===== config.mk =====
export PLATFORM = sky130hd
export DESIGN_NAME = pc_sequencer
export DESIGN_NICKNAME = d
export VERILOG_FILES = /design/src/rtl/pc_seq_pkg.sv /design/src/rtl/pc_ras.sv /design/src/rtl/pc_sequencer.sv
export SDC_FILE = /design/constraint.sdc
export NUM_CORES = 1
export LEC_CHECK = 0
export BUFFER_PORTS_ARGS = -buffer_cell sky130_fd_sc_hd__buf_2
export CAP_MARGIN = 25
export CELL_PAD_IN_SITES_DETAIL_PLACEMENT = 0
export CELL_PAD_IN_SITES_GLOBAL_PLACEMENT = 1
export CORE_MARGIN = 2
export CORE_UTILIZATION = 37
export DETAILED_ROUTE_END_ITERATION = 7
export GPL_ROUTABILITY_DRIVEN = 0
export GPL_TIMING_DRIVEN = 0
export PLACE_DENSITY = 0.88
export SLEW_MARGIN = 10
export SYNTH_ARGS = -nofsm -noshare
export SYNTH_HDL_FRONTEND = slang
export SYNTH_SLANG_ARGS = --single-unit

===== constraint.sdc =====
create_clock -name CLK -period 2.2 [get_ports CLK]
set_input_delay 0 -clock CLK [delete_from_list [all_inputs] [get_ports CLK]]
set_output_delay 0 -clock CLK [all_outputs]
set_load 0.1 [all_outputs]

===== src/rtl/pc_seq_pkg.sv =====
// Shared constants and enums for the program-counter sequencer.
// Build option PC_RAS_EN (see pc_sequencer) enables the return-address stack.
package pc_seq_pkg;
  localparam int PC_W      = 16;
  localparam int OFF_W     = 8;
  localparam int RAS_DEPTH = 4;
  localparam int CNT_W     = 16;

  typedef enum logic [1:0] {
    IDLE   = 2'd0,
    RUN    = 2'd1,
    HALTED = 2'd2
  } pc_seq_state_t;

  typedef enum logic [2:0] {
    SRC_ZERO   = 3'd0,
    SRC_HOLD   = 3'd1,
    SRC_RET    = 3'd2,
    SRC_TARGET = 3'd3,
    SRC_BRANCH = 3'd4,
    SRC_SEQ    = 3'd5
  } pc_src_t;
endpackage


===== src/rtl/pc_ras.sv =====
// Circular return-address stack: a push when full overwrites the oldest entry,
// and a pop when empty leaves the stack unchanged; both set the sticky error.
module pc_ras #(
  parameter int PC_W  = pc_seq_pkg::PC_W,
  parameter int DEPTH = pc_seq_pkg::RAS_DEPTH
) (
  input  logic            CLK,
  input  logic            reset_ctrl,
  input  logic            push_in,
  input  logic            pop_in,
  input  logic [PC_W-1:0] push_data_in,
  output logic [PC_W-1:0] pop_data_out,
  output logic            empty_out,
  output logic            full_out,
  output logic            err_out
);
  import pc_seq_pkg::*;

  localparam int PTR_W = (DEPTH > 1) ? $clog2(DEPTH) : 1;
  localparam int CNT_W = $clog2(DEPTH + 1);
  localparam logic [PTR_W-1:0] LAST     = PTR_W'(DEPTH - 1);
  localparam logic [CNT_W-1:0] FULL_CNT = CNT_W'(DEPTH);

  logic [PC_W-1:0]  mem_q [DEPTH];
  logic [PC_W-1:0]  mem_d [DEPTH];
  logic [PTR_W-1:0] wr_q, wr_d, rd_idx, wr_inc;
  logic [CNT_W-1:0] cnt_q, cnt_d;
  logic             err_q, err_d;

  // wr_q is the next free slot; the top of stack sits just below it
  assign rd_idx       = (wr_q == '0) ? LAST : wr_q - PTR_W'(1);
  assign wr_inc       = (wr_q == LAST) ? '0 : wr_q + PTR_W'(1);
  assign empty_out    = (cnt_q == '0);
  assign full_out     = (cnt_q == FULL_CNT);
  assign pop_data_out = mem_q[rd_idx];
  assign err_out      = err_q;

  always_comb begin
    mem_d = mem_q;
    wr_d  = wr_q;
    cnt_d = cnt_q;
    err_d = err_q;
    if (pop_in) begin
      if (empty_out) begin
        err_d = 1'b1;
      end else begin
        wr_d  = rd_idx;
        cnt_d = cnt_q - CNT_W'(1);
      end
    end else if (push_in) begin
      mem_d[wr_q] = push_data_in;
      wr_d        = wr_inc;
      if (full_out) err_d = 1'b1;
      else          cnt_d = cnt_q + CNT_W'(1);
    end
  end

  always_ff @(posedge CLK or negedge reset_ctrl) begin
    if (!reset_ctrl) begin
      for (int i = 0; i < DEPTH; i++) mem_q[i] <= '0;
      wr_q  <= '0;
      cnt_q <= '0;
      err_q <= 1'b0;
    end else begin
      mem_q <= mem_d;
      wr_q  <= wr_d;
      cnt_q <= cnt_d;
      err_q <= err_d;
    end
  end
endmodule


===== src/rtl/pc_sequencer.sv =====
// Fetch-side PC controller: run/halt FSM, combinational next-PC select, RUN cycle counter.
// Define PC_RAS_EN to add call/return through the pc_ras stack.
//
//  state  | meaning
//  IDLE   | PC register held in reset, pcnext 0, waiting for start_in
//  RUN    | fetching; pcnext chosen from hold/ret/call/jump/branch/sequential
//  HALTED | halt decoded; PC frozen, done_out high, start_in resumes
module pc_sequencer #(
  parameter int PC_W      = pc_seq_pkg::PC_W,
  parameter int OFF_W     = pc_seq_pkg::OFF_W,
  parameter int RAS_DEPTH = pc_seq_pkg::RAS_DEPTH
) (
  input  logic             CLK,
  input  logic             reset_ctrl,
  input  logic             start_in,
  input  logic             halt_in,
  input  logic             stall_in,
  input  logic             branch_ctrl,
  input  logic             branch_taken_in,
  input  logic [OFF_W-1:0] branch_off_in,
  input  logic             jump_ctrl,
  input  logic             call_ctrl,
  input  logic             ret_ctrl,
  input  logic [PC_W-1:0]  jump_target_in,
  input  logic [PC_W-1:0]  pc_in,
  output logic [PC_W-1:0]  pcnext_out,
  output logic             pc_reset_out,
  output logic             done_out,
  output logic [15:0]      cycle_count_out,
  output logic             ras_err_out
);
  import pc_seq_pkg::*;

  pc_seq_state_t   state_q, state_d;
  logic [15:0]     cnt_q, cnt_d;
  pc_src_t         src;
  logic [PC_W-1:0] pc_plus1, pc_branch;

  assign pc_plus1  = pc_in + PC_W'(1);
  assign pc_branch = pc_in + {{(PC_W-OFF_W){branch_off_in[OFF_W-1]}}, branch_off_in} + PC_W'(1);
  assign cycle_count_out = cnt_q;

`ifdef PC_RAS_EN
  logic            push, pop;
  logic [PC_W-1:0] ras_top;
  logic            ras_empty;
  logic            unused_ras_full;

  pc_ras #(.PC_W(PC_W), .DEPTH(RAS_DEPTH)) u_ras (
    .CLK          (CLK),
    .reset_ctrl   (reset_ctrl),
    .push_in      (push),
    .pop_in       (pop),
    .push_data_in (pc_plus1),
    .pop_data_out (ras_top),
    .empty_out    (ras_empty),
    .full_out     (unused_ras_full),
    .err_out      (ras_err_out)
  );
`else
  localparam int unused_ras_depth = RAS_DEPTH;
  logic unused_ret;
  assign unused_ret  = ret_ctrl;
  assign ras_err_out = 1'b0;
`endif

  always_comb begin
    state_d      = state_q;
    cnt_d        = cnt_q;
    src          = SRC_SEQ;
    pc_reset_out = 1'b0;
    done_out     = 1'b0;
`ifdef PC_RAS_EN
    push = 1'b0;
    pop  = 1'b0;
`endif
    case (state_q)
      IDLE: begin
        src          = SRC_ZERO;
        pc_reset_out = 1'b1;
        if (start_in) begin
          state_d = RUN;
          cnt_d   = '0;
        end
      end
      RUN: begin
        cnt_d = (cnt_q == 16'hFFFF) ? cnt_q : cnt_q + 16'd1;
        // stall outranks halt: a stalled halt stays in RUN with the PC held
        if (halt_in || stall_in) begin
          src = SRC_HOLD;
          if (!stall_in) state_d = HALTED;
        end
`ifdef PC_RAS_EN
        else if (ret_ctrl) begin
          src = SRC_RET;
          pop = 1'b1;
        end else if (call_ctrl) begin
          src  = SRC_TARGET;
          push = 1'b1;
        end
`else
        else if (call_ctrl) src = SRC_TARGET;
`endif
        else if (jump_ctrl) src = SRC_TARGET;
        else if (branch_ctrl && branch_taken_in) src = SRC_BRANCH;
        else src = SRC_SEQ;
      end
      HALTED: begin
        src      = SRC_HOLD;
        done_out = 1'b1;
        if (start_in) begin
          state_d = RUN;
          cnt_d   = '0;
        end
      end
      default: begin
        src          = SRC_ZERO;
        pc_reset_out = 1'b1;
        state_d      = IDLE;
      end
    endcase
  end

  always_comb begin
    pcnext_out = pc_plus1;
    case (src)
      SRC_ZERO:   pcnext_out = '0;
      SRC_HOLD:   pcnext_out = pc_in;
`ifdef PC_RAS_EN
      SRC_RET:    pcnext_out = ras_empty ? pc_plus1 : ras_top;
`else
      SRC_RET:    pcnext_out = pc_plus1;
`endif
      SRC_TARGET: pcnext_out = jump_target_in;
      SRC_BRANCH: pcnext_out = pc_branch;
      default:    pcnext_out = pc_plus1;
    endcase
  end

  always_ff @(posedge CLK or negedge reset_ctrl) begin
    if (!reset_ctrl) begin
      state_q <= IDLE;
      cnt_q   <= '0;
    end else begin
      state_q <= state_d;
      cnt_q   <= cnt_d;
    end
  end
endmodule


# == After elaboration in Yosys (flattened, before gate mapping) ==
# Cells that the tools add are included.
# W data, S select, Z words.
# totals
input_bits,50
wordCells,40
reg_bits,18
out_inout_bits,35
# op_classes
reduce_logical,9
eq_ne,10
add_sub_neg,4
muxes,15
# op_table
op,count
$pmux W16 S4,1
$add A16 B1 Y16 const B,3
$mux W16,2
$pmux W16 S2,1
$add A16 B16 Y16,1
$eq A16 B16 Y1 const B,1
$mux W3,3
$mux W2,3
$ne A2 B2 Y1 const B,3
$pmux W3 S2,1
$reduce_and A3 Y1,2
$pmux W2 S2,1
$reduce_or A2 Y1,2
$eq A3 B1 Y1 const B,1
$eq A3 B2 Y1 const B,1
$eq A3 B3 Y1 const B,1
$logic_not A3 Y1,1
$mux W1,3
$eq A2 B1 Y1 const B,1
$eq A2 B2 Y1 const B,1
$logic_not A2 Y1,1
$ne A2 B1 Y1 const B,1
$reduce_bool A2 Y1,1
$logic_and A1 B1 Y1,1
$logic_or A1 B1 Y1,1

# == Longest topological paths before layout ==
# logic_depth
ltp_word,8
ltp_mapped,10
mapped_depth_nobuf,10

# == Worst setup path after synthesis ==
# OpenSTA, ideal clock, no wires.
# synth_timing
kind,register to output
start,register state_q[0]
end,output port pcnext_out[2]
setup_slack_ns,-3.211
path_buffers,1
arrival_time_ns,5.411
stages_incl_launch_ff,7
required_time_ns,2.200
cell_sequence,dfrtp_1 inv_1 ha_1 nand3b_1 nand3b_1 buf_2 o311ai_0
# synth_via
elab_chain_cells,4
elab_cells_between_ends,8
classes_between,5 x eq/ne; 2 x mux; 1 x reduce/logical
# synth_rtl
item,line_no,rtl
start: declaration,pc_sequencer.sv:34,"pc_seq_state_t state_q, state_d;"
start signal: assignment,pc_sequencer.sv:145,state_q <= state_d;
$eq A2 B2 Y1 / $eq A2 B1 Y1 (equally long branches),pc_sequencer.sv:77,case (state_q)
$pmux W3 S2 (*),pc_sequencer.sv:77,
"$eq A3 B3 Y1, or another cell as far along",pc_sequencer.sv:126,case (src)
$pmux W16 S4 (*),pc_sequencer.sv:126,
end: declaration,pc_sequencer.sv:26,"output logic [PC_W-1:0] pcnext_out,"
# Mark *: on every way between the ends. The rest lies on a longest branch, timed or not.

# == Final worst setup path ==
# layout_timing
start,register state_q[0]
end,output port pcnext_out[15]
# The elaborated chain is that of the path after synthesis.

==> impl_results.md <==
- Die H: 88.9 µm
- DR pass1 iterations: 5
- R2R setup slack: 90 ps
- Setup CP Type: reg -> out
- Failing checks: negative setup slack
- Synth unique cells: just over 60
- Register bit total from synthesis: 18
- CTS max path bufs: 2
- Worst r2r src: state_q[1]$_DFFE_PN0P_
- Register Area: 454 µm²
- Initial DRC Count: 271
- Worst hold path class: in -> async
- Root Driver: clkbuf_8
- Min cycle time layout: 2430 ps
- RSZ-0062 raised after global routing: yes
- CTS Buf Count: 3
- Final Hold Vio Count: 0
- FMAX: around 410 MHz
- First-pass GRT wire length: 14500 µm
- Worst Setup End Kind: output port
- Post-DR wirelength/cell: 16.2 µm
- Via/cell ratio: 5.76
- Fin crit share: 1.10
- Reg2reg path depth: 9
- Rows: 30
- Yosys warns: 0
- Clock skew: 1.92 ps
- Sequential fraction of the synthesis area: 0.169
- Overall power: 0.00455 W
- Main synth FF type: dfrtp_1
- Sinks on the clock net: 18
- Crit start category: flip-flop
- Fill cells: 612
- Post-Route WL: ~9300 µm
- Req. time, crit path: between 2000 and 2500 ps
- DRC: 0
- Routed Antenna Nets: 0
- Area growth syn-to-layout: 55.7%
- Worst-Skew Late Latency: 260 ps
- Vias in the first global route: around 3000
- Power density over cell area: 1100 mW/mm²
- Setup WS post-layout: -230 ps
- Clock transition at path regs: 70 ps
- Status: finished with violations
- Slew headroom: 0.662
- Die Span X: 88.9 µm
- Peak VDD IR: 0.00117 V
- Pleak: 1.77 nW
- Final global-route overflow total: 0
- Antenna violations before repair: 1
- Async SR Flop Fraction: 1.00
- Sw frac: 0.583
- # diodes: 0
- Slew at the pin closest to its max-slew limit: 503 ps
- Combinational Power Share: 0.851
- Internal power component: 0.00190 W
- Max Slew Vio Count: 0
- CP arrival: 2430 ps
- Most frequent cells in the layout: buf_2 (65), nand2_1 (40), nor2_1 (36)
- I/O pin cnt: 85
- Synth Net Count: 433
- Max-Cap Viols: 0
- Setup TNS: -1860 ps
- Post-Syn Area: 0.00266 mm²
- DIE AREA: a little under 0.008 mm²
- GR Util All Layers: 0.228
- CTS tree: done
- Critical path fanouts, max: 4
- Layout cells sized above 1: 0.416
- Post-synth EDFFs: 0
- Fin util: 0.604
- Avg Inst Size Synth: 7.40 µm²
- Gate Count Post-Synth: 360
- Seq pwr share: 0.095
- Reg-to-reg endpoint: cycle_count_out[5]$_DFFE_PN0P_
- Setup violators final: 16
- Starting Density: 0.388
- Largest net degree at the start of global routing: 19
- Buffers added on ports: between 80 and 90
- Vias post-DR: about 3300
- Commonest non-fill, non-tap cell in the layout: buf_2
- Multi-input gate area: 0.00244 mm²
- Net count, final: 552
- Core footprint: 0.00687 mm²
- Detailed Place HPWL: 6710 µm
- Clock share of power: 0.054
- H-tree levels: 1
- NetSw: 0.00265 W
## critical path: stages (launching register included)
cell and delay [ps]:
dfrtp_2 420, inv_4 60, ha_4 280, nand4bb_4 130, buf_6 150, nor3_4 200, nand2_4 100, or4_4 530
o211ai_2 110, buf_12 200
## timing repair
action / 4_1_cts / 5_1_grt
gates resized for setup: 97 / 37
pin swaps: 20 / 20
hold buffers: 1 / 0
setup endpoints to repair: 17 / 31
setup buffers: 20 / 12
hold endpoints to repair: 18 / 0
## worst max path at each step
stage | startpoint | endpoint | slack, ps | depth (start not counted)
after global placement | pc_in[0] | pcnext_out[10] | -420 | 12
after global routing | state_q[1]$_DFFE_PN0P_ | pcnext_out[6] | -360 | 10
after floorplan | state_q[0]$_DFFE_PN0P_ | pcnext_out[13] | -770 | 7
after CTS | state_q[0]$_DFFE_PN0P_ | pcnext_out[7] | -250 | 9
after detailed placement | pc_in[0] | pcnext_out[12] | -430 | 12
final | state_q[0]$_DFFE_PN0P_ | pcnext_out[15] | -230 | 9
## layer usage
layer  GRT usage  wire length, µm  part of all wire
met4      0.0413              136             0.015
met2       0.396             4580              0.49
met5           0                0                 0
met3      0.0252              672             0.072
met1       0.308             3930              0.42
## flip-flops by register name, summed over array words and instances (netlist names)
register,flops
cycle_count_out,16
state_q,2
## power by group through the flow
stage	Sequential, W	Clock, W	Combinational [W]
floorplan	0.000581	0	0.00229
global placement	0.000442	0	0.00294
detailed placement	0.000444	0	0.00296
CTS	0.000431	0.000244	0.00357
global route	0.000438	0.000261	0.00406
finish	0.000433	0.000243	0.00387
## synth_stat cells (all sizes together) (5+ instances only)
cell type / count / area [µm²]
o211ai: 5 / 42.5
xnor2: 11 / 96.3
nor2: 45 / 181
a21oi: 20 / 100
dfrtp: 18 / 450
a31oi: 5 / 31.3
nand4: 8 / 50.1
ha: 22 / 275
clkbuf: 5 / 20.0
nor3: 7 / 46.3
nand2: 42 / 160
buf: 11 / 80.1
inv: 9 / 33.8
nand3: 12 / 60.1
and3: 9 / 56.3
a211oi: 7 / 62.6
a22oi: 7 / 52.6
o21ai: 47 / 235
o31ai: 7 / 52.6
## final cells by class
class	instances	area share
buffer	16	0.0323
clock buffer	4	0.0109
inverter	9	0.00935
multi-input combinational	317	0.589
sequential	18	0.110
tap	96	0.0290
timing repair buffer	114	0.220
## metrics by stage
stage	hold WS, ps	setup slack, ps	cell area, µm²	std cells
floorplan	-296	-772	2820	360
global placement	-39.5	-420	3350	538
detailed placement	-41.9	-431	3350	538
CTS	212	-253	3910	563
global route	250	-363	4150	574
finish	201	-230	4150	574
## kinds of logic (layout without fill, tap and decap cells)
family	count (synthesis)	after routing	share of synthesized area
AOI/OAI and AO/OA	123	123	0.306
xor gates and xnor gates	15	15	0.0493
adders and majority gates	23	23	0.111
buffers and inverters	25	143	0.0503
DFF	18	18	0.169
muxes	6	6	0.0240
other	1	1	0.00141
and+or+nand+nor	149	149	0.289
Note: power is estimated with default switching activity, not from simulation.
